[config.mk]
export PLATFORM = sky130hd
export DESIGN_NAME = q_meter
export DESIGN_NICKNAME = d
export VERILOG_FILES = /design/src/rtl/q_meter_pkg.sv /design/src/rtl/q_meter_acc.sv /design/src/rtl/q_meter.sv
export SDC_FILE = /design/constraint.sdc
export NUM_CORES = 1
export LEC_CHECK = 0
export CORE_MARGIN = 2
export CORE_UTILIZATION = 45
export DETAILED_ROUTE_END_ITERATION = 10
export GPL_ROUTABILITY_DRIVEN = 0
export GPL_TIMING_DRIVEN = 0
export PLACE_DENSITY = 0.69
export SETUP_SLACK_MARGIN = 0.5
export SYNTH_ARGS = -nofsm -noshare
export SYNTH_HDL_FRONTEND = slang
export SYNTH_SLANG_ARGS = --single-unit
[constraint.sdc]
create_clock -name clk -period 8.1 [get_ports clk]
set_clock_uncertainty 0.2 [all_clocks]
set_input_delay 2.43 -clock clk [delete_from_list [all_inputs] [get_ports clk]]
set_output_delay 2.43 -clock clk [all_outputs]
set_load 0.005 [all_outputs]
[src/rtl/q_meter_pkg.sv]
// Shared front-end control definitions for the Q measurement responder.
package q_meter_pkg;

    localparam int QM_BUS_WIDTH = 10;

    typedef enum logic [1:0] {
        ST_IDLE    = 2'd0,
        ST_SETTLE  = 2'd1,
        ST_ACQUIRE = 2'd2,
        ST_DONE    = 2'd3
    } qm_state_t;

endpackage

[src/rtl/q_meter_acc.sv]
// q_avg_acc: sums 2**LOG2_AVG unsigned samples and flags when the set is complete.
module q_avg_acc
    import q_meter_pkg::*;
#(
    parameter int BUS_WIDTH = QM_BUS_WIDTH,
    parameter int LOG2_AVG  = 2
) (
    input  logic                          clk,
    input  logic                          rst,
    input  logic                          i_clear,
    input  logic                          i_valid,
    input  logic [BUS_WIDTH-1:0]          i_data,
    output logic [BUS_WIDTH+LOG2_AVG-1:0] o_sum,
    output logic                          o_done
);

    localparam int SW = BUS_WIDTH + LOG2_AVG;
    localparam int CW = LOG2_AVG + 1;

    logic [SW-1:0] r_sum;
    logic [CW-1:0] r_cnt;
    logic          r_done;

    // Samples arriving after the set is complete are dropped so the sum stays exact.
    always_ff @(posedge clk) begin
        if (rst || i_clear) begin
            r_sum  <= '0;
            r_cnt  <= '0;
            r_done <= 1'b0;
        end else if (i_valid && !r_done) begin
            r_sum <= r_sum + SW'(i_data);
            r_cnt <= r_cnt + 1'b1;
            if (r_cnt == CW'((1 << LOG2_AVG) - 1))
                r_done <= 1'b1;
        end
    end

    assign o_sum  = r_sum;
    assign o_done = r_done;

endmodule

[src/rtl/q_meter.sv]
// q_meter: settle, average and report Q for each new i_ref from the bisection loop.
// Optional watchdog on missing ADC strobes is built when QMETER_TIMEOUT_EN is defined.
module q_meter
    import q_meter_pkg::*;
#(
    parameter int BUS_WIDTH      = QM_BUS_WIDTH,
    parameter int LOG2_AVG       = 2,
    parameter int SETTLE_CYCLES  = 16,
    parameter int TIMEOUT_CYCLES = 255
) (
    input  logic                 clk,
    input  logic                 rst,
    input  logic                 enable,
    input  logic [BUS_WIDTH-1:0] i_ref,
    input  logic                 adc_valid,
    input  logic [BUS_WIDTH-1:0] adc_data,
    output logic [BUS_WIDTH-1:0] q_measured,
    output logic                 ready,
    output logic                 busy,
`ifdef QMETER_TIMEOUT_EN
    output logic                 timeout,
`endif
    output logic [1:0]           o_dbg_state
);

    // Handshake: adc_valid is a one-cycle strobe with no back-pressure; a sample is
    // consumed in any ACQUIRE cycle where it is high. ready is a one-cycle strobe
    // coincident with the q_measured update; the consumer cannot stall it.

    localparam int SW  = BUS_WIDTH + LOG2_AVG;
    localparam int SCW = $clog2(SETTLE_CYCLES + 1);

    qm_state_t            r_state;
    logic [BUS_WIDTH-1:0] r_q_measured;
    logic                 r_ready;
    logic                 r_busy;
    logic [BUS_WIDTH-1:0] r_i_ref_last;
    logic                 r_first_pending;
    logic [SCW-1:0]       r_settle_cnt;

`ifdef QMETER_TIMEOUT_EN
    localparam int TW = $clog2(TIMEOUT_CYCLES + 1);
    logic [TW-1:0] r_wdog;
    logic          r_timeout;
`endif

    logic          w_ref_changed;
    logic          w_trigger;
    logic          w_restart;
    logic          w_acc_valid;
    logic [SW-1:0] w_sum;
    logic          w_done;

    assign w_ref_changed = (i_ref != r_i_ref_last);
    assign w_trigger     = enable && (w_ref_changed || r_first_pending);
    // A trigger in IDLE and a mid-measurement abort both start a fresh SETTLE.
    assign w_restart     = ((r_state == ST_IDLE) && w_trigger) ||
                           (enable && w_ref_changed &&
                            ((r_state == ST_SETTLE) || (r_state == ST_ACQUIRE)));
    assign w_acc_valid   = adc_valid && (r_state == ST_ACQUIRE);

    q_avg_acc #(
        .BUS_WIDTH (BUS_WIDTH),
        .LOG2_AVG  (LOG2_AVG)
    ) u_acc (
        .clk     (clk),
        .rst     (rst),
        .i_clear (w_restart),
        .i_valid (w_acc_valid),
        .i_data  (adc_data),
        .o_sum   (w_sum),
        .o_done  (w_done)
    );

    always_ff @(posedge clk) begin
        if (rst) begin
            r_state         <= ST_IDLE;
            r_q_measured    <= '0;
            r_ready         <= 1'b0;
            r_busy          <= 1'b0;
            r_i_ref_last    <= '0;
            r_first_pending <= 1'b1;
            r_settle_cnt    <= '0;
`ifdef QMETER_TIMEOUT_EN
            r_wdog          <= '0;
            r_timeout       <= 1'b0;
`endif
        end else if (!enable) begin
            r_state         <= ST_IDLE;
            r_ready         <= 1'b0;
            r_busy          <= 1'b0;
            r_first_pending <= 1'b1;
        end else begin
            r_ready <= 1'b0;
            if (w_restart) begin
                r_i_ref_last    <= i_ref;
                r_first_pending <= 1'b0;
                r_settle_cnt    <= '0;
                r_state         <= ST_SETTLE;
                r_busy          <= 1'b1;
            end else begin
                case (r_state)
                    ST_SETTLE: begin
                        if (r_settle_cnt == SCW'(SETTLE_CYCLES - 1)) begin
                            r_state <= ST_ACQUIRE;
`ifdef QMETER_TIMEOUT_EN
                            r_wdog  <= '0;
`endif
                        end else begin
                            r_settle_cnt <= r_settle_cnt + 1'b1;
                        end
                    end
                    ST_ACQUIRE: begin
                        if (w_done) begin
                            r_state      <= ST_DONE;
                            r_busy       <= 1'b0;
                            r_ready      <= 1'b1;
                            r_q_measured <= w_sum[LOG2_AVG +: BUS_WIDTH];
                        end
`ifdef QMETER_TIMEOUT_EN
                        else if (adc_valid) begin
                            r_wdog <= '0;
                        end else if (r_wdog == TW'(TIMEOUT_CYCLES - 1)) begin
                            r_timeout       <= 1'b1;
                            r_state         <= ST_IDLE;
                            r_busy          <= 1'b0;
                            r_first_pending <= 1'b1;
                        end else begin
                            r_wdog <= r_wdog + 1'b1;
                        end
`endif
                    end
                    ST_DONE: r_state <= ST_IDLE;
                    default: r_state <= ST_IDLE;
                endcase
            end
        end
    end

    assign q_measured  = r_q_measured;
    assign ready       = r_ready;
    assign busy        = r_busy;
    assign o_dbg_state = r_state;
`ifdef QMETER_TIMEOUT_EN
    assign timeout     = r_timeout;
`endif

endmodule

==> metrics.yaml <==
utilization_pct: 58.2
io_buffers: 37
path_max_fanout: 6
relSlewSlack_pct: 55.8
stdcell_count: 403
track_usage_pct: 18.7
finalPower_mw: 0.453
finalCritPeriodShare_pct: 58.6
rsz0062_at_grt: "false"
dieArea_um2: 6040
dp_slack_ps: 3070
ys_warn_count: 0
dpl.cell_count: 395
synth_seq_cells: 46
cts-root-buf: "clkbuf_8"
worst_slack_ps: 3350
synthDistinctLibCells: 41
achievable-frequency_mhz: 211
post_cts_buffers: 0
setup_tns_ps: 0
io_pins: 38
arrival_ps: 4720
numCtsBuffers: 5
core_area_um2: 5170
die_height_um: 77.7
regArea_um2: 921
clk_latency_ps: 300
cts_hold_buf: 0
synthesis.nets: 331
drt_iter0_drc: 85
worst_setup_path_start_kind: "primary input"
cts_sinks: 46
initial_utilization_pct: 47.3
cp-end-kind: "flip-flop"
ys.flop_type: "dfxtp_1"
synth_edf_count: 0
postPlaceCellArea_um2: 2900
wirelength_mm: 5.33
path_class: "in -> reg"
critical_path_required_ps: 8070
nNetsFinal: 375
drtAntennaViolNets: 0
fin_area_um2: 3010
post_cts_resized: 0
hp-class: "reg -> reg"
final_hold_viol_count: 0
htree_levels: 2
slew_violations: 0
die_x_um: 77.7
grt_first_pass_wirelength_mm: 9.27
num_vias: 2134
worst_pin_slew_ps: 646
finalCriticalPeriod_ps: 4750
p_leak_nw: 1.07
ys_seq_area_share_pct: 37.6
synth-async-reset-ratio_pct: 0
synthCells: 288
grt_max_degree: 14
clock_path_buffers: 2
drive_above_1_share_pct: 3.90
grt_overflow_total: 0
cts_tree: "built"
wl_per_cell_um: 13.2
synthesis.area_um2: 2450
p_per_area_nw_per_um2: 151
ir_drop_v: 0.0000764
syn_to_final_growth_pct: 23.1
whs_ps: 258
status: "complete, no violations"
multi_input_area_um2: 1420
maxCapViolCount: 0
first_global_vias: 2057
clk_pin_slew_ps: 90
antenna_found_initial: 0
route.detailed.drc: 0
dr.pass1.iters: 4
finalSetupViolations: 0
avgSynthCellArea_um2: 8.49
diodes: 0
vias_per_cell: 5.30
num_rows: 26
nFillCells: 460
dp_hpwl_mm: 4.00
## state kept, by name, summed over array words and instances (netlist names)
signal           count
u_acc.o_sum         12
q_measured          10
r_i_ref_last        10
r_settle_cnt         5
u_acc.r_cnt          3
o_dbg_state          2
busy                 1
r_first_pending      1
ready                1
u_acc.o_done         1
## cells in the mapped netlist, drive strengths merged (2+ instances only)
cell type | instances | share of area (%)
mux2i | 5 | 2.0
buf | 4 | 0.77
a211oi | 9 | 2.8
nor3b | 4 | 1.2
o211ai | 4 | 1.2
dfxtp | 46 | 38
nand3 | 16 | 3.3
and3 | 2 | 0.51
or3b | 10 | 3.6
nor2 | 18 | 2.8
xor2 | 3 | 1.1
clkbuf | 13 | 2.0
a21oi | 36 | 7.4
o21ai | 29 | 5.9
or3 | 4 | 1.0
nand2 | 18 | 2.8
a2111oi | 2 | 0.72
nand4 | 3 | 0.77
inv | 9 | 1.4
nor3 | 3 | 0.61
ha | 18 | 9.2
a21o | 3 | 0.92
o21a | 3 | 0.92
xnor2 | 13 | 4.7
## cells in the final DEF, fill, tap and decap left out, drive strengths merged, types with 2 or more instances in the layout
cell | Yosys | layout
a2111oi | 2 | 2
a211oi | 9 | 9
a21o | 3 | 3
a21oi | 36 | 36
and3 | 2 | 2
buf | 4 | 4
clkbuf | 13 | 20
clkdlybuf4s50 | 0 | 37
dfxtp | 46 | 46
ha | 18 | 18
inv | 9 | 9
mux2i | 5 | 5
nand2 | 18 | 18
nand3 | 16 | 16
nand4 | 3 | 3
nor2 | 18 | 18
nor3 | 3 | 3
nor3b | 4 | 4
o211ai | 4 | 4
o21a | 3 | 3
o21ai | 29 | 29
or3 | 4 | 4
or3b | 10 | 10
xnor2 | 13 | 13
xor2 | 3 | 3
## per-layer routing
metal,vias up,GRT usage [%],routed length (um)
li1,1126,-,-
met2,50,31.2,2370
met3,6,3.37,250
met1,952,24.9,2650
met4,0,5.00,55
met5,-,0,0
## cell families after synthesis
kind of cell               synth area share, %
AOI/OAI and AO/OA                         23.0
and+or+nand+nor                           17.4
adders and majority gates                 10.0
muxes                                     2.05
xor gates and xnor gates                  5.73
buffers and inverters                     4.19
DFF                                       37.6
## area by class of cell
cell class / count / area share (%)
Multi-Input combinational cell: 216 / 47.3
Tap cell: 70 / 2.91
Timing Repair Buffer: 37 / 12.3
Clock buffer: 7 / 2.54
Buffer: 17 / 2.29
Inverter: 9 / 1.12
Sequential cell: 46 / 30.6
Clock inverter: 1 / 0.998
## worst max-delay path: stages
cell and delay, ps:
clkdlybuf4s50_1 410, ha_1 380, a2111oi_0 350, o21ai_0 250
a2111oi_0 650, or3_1 190, a21oi_1 60
## worst paths after layout
path | from | endpoint | cells after the start | slack (ps)
worst min-delay path | busy | busy | 2 | 260
worst max-delay path | adc_data[6] | u_acc.o_sum[11] | 7 | 3350
worst min register to register | busy | busy | 2 | 260
worst max register to register | u_acc.o_sum[6] | u_acc.o_sum[11] | 6 | 5570
## power breakdown
part	internal [mW]	leakage (nW)	switching, mW
Combinational	0.0255	0.647	0.0260
Sequential	0.230	0.373	0.00278
Clock	0.0924	0.0524	0.0765
Note: power is estimated with default switching activity, not from simulation.
==> variant 1, RTL diff (same flow settings) <==
Build with the macro `QMETER_TIMEOUT_EN` defined.
--- a/src/rtl/q_meter.sv
+++ b/src/rtl/q_meter.sv
@@ -1,4 +1,6 @@
 // q_meter: settle, average and report Q for each new i_ref from the bisection loop.
 // Optional watchdog on missing ADC strobes is built when QMETER_TIMEOUT_EN is defined.
+`define QMETER_TIMEOUT_EN
+
 module q_meter
     import q_meter_pkg::*;
Behaviour (old outputs only; new: timeout): same outputs for any inputs over 10 cycles, from zero or initial values and one cycle with rst high; that may be too few to reach the edited logic, so the function may still have changed.
==> variant 1 against the unedited design <==
- area after synthesis increased by 16%
- first-iteration DRC count increased by 48%
- sequential share of layout area increased by 1.6 points
- register-to-register slack got worse by 0.18 ns
- largest cell class unchanged
- final cell count increased by 9.2%
- sequential power increased by 19%
- routed wire length increased by 12%
- die area increased by 15%
- final area increased by 14%
- total power increased by 9.0%
- setup slack improved by 0.084 ns
- sequential cell count increased by 9
==> variant 1: results (changes against the unedited design) <==
Run status: finished clean (unchanged). The post-synthesis xor/xnor area fraction is 0.0616 (was 0.0573). The clock latency at the later pin of the worst-skew pair came out at 0.32 ns (was 0.30 ns). The launch point of the critical path is enable (was adc_data[6]). The clock transition time at the flip-flop clock pins of the worst setup and hold paths came out at 0.11 ns (was 0.09 ns).

The routed length per instance came out at 13.6 microns (was 13.2 microns). The maximum VDD drop came out at 0.113 mV (was 0.0764 mV). The fill cell instance count of the final layout is 567 (was 460).

The flop and latch count out of synthesis came out at 55 (was 46). The launch instance of the worst min-delay path is u_acc.o_sum[0]$_SDFFE_PP0P_ (was busy$_SDFFE_PP0P_). The depth of the worst register-to-register path came out at 7 (was 6). The wire length of the first global-routing pass is 10000 microns (was 9270 microns). The number of vias after detailed routing came to 2333 (was 2134). The end point of the critical path is r_settle_cnt[4]$_SDFFE_PP0P_ (was u_acc.o_sum[11]$_SDFFE_PP0P_). The multiplexer area fraction after synthesis came out at 0.0994 (was 0.0205). The number of setup buffers added after CTS came to 0 (unchanged). The reg-to-reg startpoint is o_dbg_state[1]$_SDFFE_PP0P_ (was u_acc.o_sum[6]$_SDFFE_PP0P_). The setup slack on the worst flop-to-flop path came out at 5.39 ns (was 5.57 ns).

The worst-case hold path end point is u_acc.o_sum[0]$_SDFFE_PP0P_ (was busy$_SDFFE_PP0P_). The biggest fanout along the worst timing path is 10 (was 6). The capturing point of the worst reg2reg path is r_wdog[2]$_SDFFE_PP0P_ (was u_acc.o_sum[11]$_SDFFE_PP0P_). The worst-case headroom to the max-slew limit is 0.465 (was 0.558). The number of DRC markers in iteration 0 is 126 (was 85). The area fraction in compound gates after synthesis came to 0.133 (was 0.230). The pin count of the biggest net entering global routing is 21 (was 14). The post-detailed-placement half-perimeter wirelength came out at 4350 microns (was 4000 microns). The share of post-route cells with drive strength above 1 came to 0.0438 (was 0.0390).

The via count of the first global-routing pass came out at 2161 (was 2057). Top cells by instance count after synthesis: dfxtp_1, nor2_1, mux2i_1, a21oi_1, ha_1 (was dfxtp_1, a21oi_1, o21ai_0). The number of distinct standard cells referenced by the synthesized netlist came out at 45 (was 41). The count of buffers from port buffering came out at 38 (was 37). The number of nets in the synthesized netlist came out at 363 (was 331).

The synthesized-area fraction occupied by adder cells came out at 0.0906 (was 0.100). The number of buffers created by CTS came out at 5 (unchanged). The type of the most critical hold path is reg -> reg (unchanged). The critical path data arrival time is 4.65 ns (was 4.72 ns). The combined global-route utilization of all metal layers is 0.172 (was 0.187).

The leakage component of the power is 1.26 nW (was 1.07 nW). The layout net count came out at 408 (was 375). Synth area leaders: dfxtp_1, mux2i_1, ha_1, nor2_1, xor2_1 (was dfxtp_1, ha_1, a21oi_1, o21ai_0, xnor2_1).

The fraction of the yosys area taken by sequential cells came to 0.387 (was 0.376).
-- variant 1: where the power goes --
part / internal [mW] / leakage [nW] / total (mW) / switching (mW)
combinational: 0.0234 / 0.766 / 0.0474 / 0.0239
sequential: 0.274 / 0.445 / 0.277 / 0.00272
clock: 0.0659 / 0.0519 / 0.170 / 0.104
-- variant 1: cells by family after synthesis --
| logic type | Yosys count |
|---|---|
| simple gates | 113 |
| mux | 28 |
| fa+ha+maj | 20 |
| compound gates | 56 |
| flops | 55 |
| xor+xnor | 20 |
| buf+inv | 27 |
-- variant 1: area by class of cell --
type	count	share of cell area
timing repair buffer	38	0.111
inverter	17	0.0186
clock buffer	5	0.0201
buffer	10	0.0124
sequential	55	0.322
tap	75	0.0274
clock inverter	3	0.00987
multi-input combinational	237	0.479
-- variant 1: stage by stage --
step                      area [sq um]  instances  setup slack, ns  hold WS, ns
after global routing              3420        440             3.21        0.309
after CTS                         3420        440             3.43        0.274
after detailed placement          3320        432             3.09        0.254
final                             3420        440             3.44        0.273
after global placement            3320        432             3.09        0.249
after floorplan                   2850        319             3.82        0.240
-- variant 1: critical path: stages --
cell and delay, ns:
clkdlybuf4s50_1 0.62, o21ai_1 0.29, a31oi_2 0.48, or2_0 0.28, clkbuf_1 0.46, a211oi_1 0.08
-- variant 1: per-layer routing --
metal,track usage,vias to the layer above,wire (microns)
li1,-,1199,-
met2,0.279,33,2650
met1,0.236,1096,3060
met3,0.0356,5,221
met4,0.0440,0,44
met5,0,-,0
==> variant 2, RTL diff (same settings) <==
Without the edit above. Make the reset (`rst`) asynchronous in one clocked block.
--- a/src/rtl/q_meter.sv
+++ b/src/rtl/q_meter.sv
@@ -73,5 +73,5 @@
     );
 
-    always_ff @(posedge clk) begin
+    always_ff @(posedge clk or posedge rst) begin
         if (rst) begin
             r_state         <= ST_IDLE;
Check against the original RTL: differs if rst is asserted again (counterexample within 4 cycles, from zero or initial values and one cycle with rst high); with rst held inactive, the same outputs for 10 cycles.
==> variant 2 against the unedited design <==
- final cell count shrank 12%
- final area is 3.2% higher
- routed wire length fell by 9.8%
- area after synthesis increased by 2.7%
- count of clock-buffer cells in the layout unchanged
- sequential cell count unchanged
- critical path depth rose by 1
- hold slack improved by 0.0046 ns
- setup slack gained 0.28 ns
- total power grew 12%
- utilization fell by 1.1 points
- critical path type unchanged
- largest cell class unchanged
==> variant 2: results (changes against the unedited design) <==
The instance count along the most critical hold path is 2 (unchanged). The worst-case hold path end point was u_acc.o_sum[0]$_SDFFE_PP0P_ (was busy$_SDFFE_PP0P_). The detailed-route wire length is 4810 microns (was 5330 microns). The number of buffers created by CTS is 5 (unchanged). The number of distinct standard cells referenced by the synthesized netlist came out at 45 (was 41). The combined global-route utilization of all metal layers is 0.167 (was 0.187). The wire length of the first global-routing pass is 8240 microns (was 9270 microns). Top cells by instance count after synthesis: dfrtp_1, nand2_1, xnor2_1, ha_1, dfxtp_1 (was dfxtp_1, a21oi_1, o21ai_0). The worst-case headroom to the max-slew limit came out at 0.630 (was 0.558). The reg-to-reg startpoint was o_dbg_state[0]$_DFFE_PP0P_ (was u_acc.o_sum[6]$_SDFFE_PP0P_). The clock latency at the later pin of the worst-skew pair is 0.29 ns. The biggest cell delay along the critical path came out at 0.42 ns (was 0.65 ns). The detailed-route vias per instance came out at 5.30 (about the same).

The post-detailed-placement half-perimeter wirelength is 3520 microns (was 4000 microns). The leakage component of the power came to 1.30 nW (was 1.07 nW). Run status: finished clean (unchanged).

Clock-pin slew was measured on the worst setup and hold paths at 0.08 ns. The routed metal-1 wirelength was 2340 microns (was 2650 microns). The biggest fanout along the worst timing path came out at 3 (was 6). The number of DRC markers in iteration 0 came out at 110 (was 85). The launch instance of the worst min-delay path is u_acc.o_sum[0]$_SDFFE_PP0P_ (was busy$_SDFFE_PP0P_).

The layout net count is 323 (was 375). The setup slack on the worst flop-to-flop path is 5.60 ns (was 5.57 ns). The total length of routed met3 wires was 147 microns (was 250 microns).

Synth area leaders: dfrtp_1, dfxtp_1, ha_1, xnor2_1, mux2_4 (was dfxtp_1, ha_1, a21oi_1, o21ai_0, xnor2_1). The pin count of the biggest net entering global routing is 32 (was 14). The master of the slowest instance on the critical path is fa_1 (was a2111oi_0). The post-cts gate resize count is 0 (unchanged). The via count of the first global-routing pass is 1787 (was 2057). The capturing point of the worst reg2reg path was q_measured[0]$_DFFE_PP0P_ (was u_acc.o_sum[11]$_SDFFE_PP0P_). The number of nets in the synthesized netlist was 279 (was 331). The detailed-routed wire length on met2 is 2280 microns (was 2370 microns). The maximum VDD drop is 0.0652 mV (was 0.0764 mV). The initial antenna violation count is 0 (unchanged). The critical path data arrival time was 4.44 ns (was 4.72 ns). The fraction of the yosys area taken by sequential cells came out at 0.427 (was 0.376). The fraction of registers with async set/reset is 0.652 (was 0). The depth of the worst register-to-register path is 8 (was 6). The final-layout worst hold slack came out at 0.262 ns (was 0.258 ns).
==> variant 2: cell count changes after synthesis, sizes merged, moves of 6 or more <==
cell and delta:
mux2 +21, nand2 +10, nor2 -8, dfxtp -30, nand3 -14, dfrtp +29, clkbuf -9, a21oi -23
o21ai -24, or3b -10, xnor2 +6
==> variant 2: metrics by stage <==
stage / cells / instance area [sq um] / setup WS, ns
2_1_floorplan: 237 / 2510 / 3.89
3_3_place_gp: 345 / 2960 / 2.98
3_5_place_dp: 345 / 2960 / 2.93
4_1_cts: 353 / 3080 / 3.25
5_1_grt: 354 / 3110 / 3.49
6_report: 354 / 3110 / 3.63
==> variant 2: worst max path at each step <==
stage                                         endpoint  slack [ns]        start
after floorplan           u_acc.o_sum[10]$_SDFFE_PP0P_        3.89  adc_data[0]
after global placement     u_acc.o_sum[3]$_SDFFE_PP0P_        2.98          rst
after detailed placement   u_acc.o_sum[4]$_SDFFE_PP0P_        2.93          rst
after CTS                  u_acc.o_sum[4]$_SDFFE_PP0P_        3.25          rst
after global routing       u_acc.o_sum[4]$_SDFFE_PP0P_        3.49     i_ref[0]
final                     u_acc.o_sum[10]$_SDFFE_PP0P_        3.63  adc_data[0]
==> variant 2: power by group <==
part	internal [mW]	switching, mW	total, mW
sequential	0.244	0.0102	0.254
clock	0.101	0.0747	0.175
combinational	0.0434	0.0349	0.0783
total	0.388	0.120	0.508
==> variant 2: cell families (layout without fill, tap and decap cells) <==
family,count (synthesis),in the layout,synth area share
simple gates,66,66,0.128
compound gates,47,47,0.130
flops,46,46,0.427
mux,23,23,0.116
xor+xnor,22,22,0.0767
fa+ha+maj,18,18,0.0926
buf+inv,15,60,0.0299
==> variant 2: final cells by class <==
| cell class | count | share of cell area |
|---|---|---|
| multi-input combinational | 176 | 0.439 |
| sequential | 46 | 0.345 |
| timing repair buffer | 37 | 0.125 |
| tap | 72 | 0.0290 |
| clock buffer | 7 | 0.0278 |
| buffer | 7 | 0.0145 |
| clock inverter | 1 | 0.00967 |
| inverter | 8 | 0.00967 |
==> variant 2: routing by layer <==
metal  vias to the layer above  GRT usage
met1                       909      0.225
met5                         -          0
met2                        33      0.272
met3                         4     0.0420
li1                        930          -
met4                         0     0.0368
==> variant 2: critical path: cells and delay by family <==
kind	cells	cell delay (ns)
AND/OR/NAND/NOR	1	0.05
adder cells (fa/ha/maj)	2	0.66
XOR/XNOR	1	0.16
buffers and inverters	1	0.40
AO/OA/AOI/OAI	3	0.73
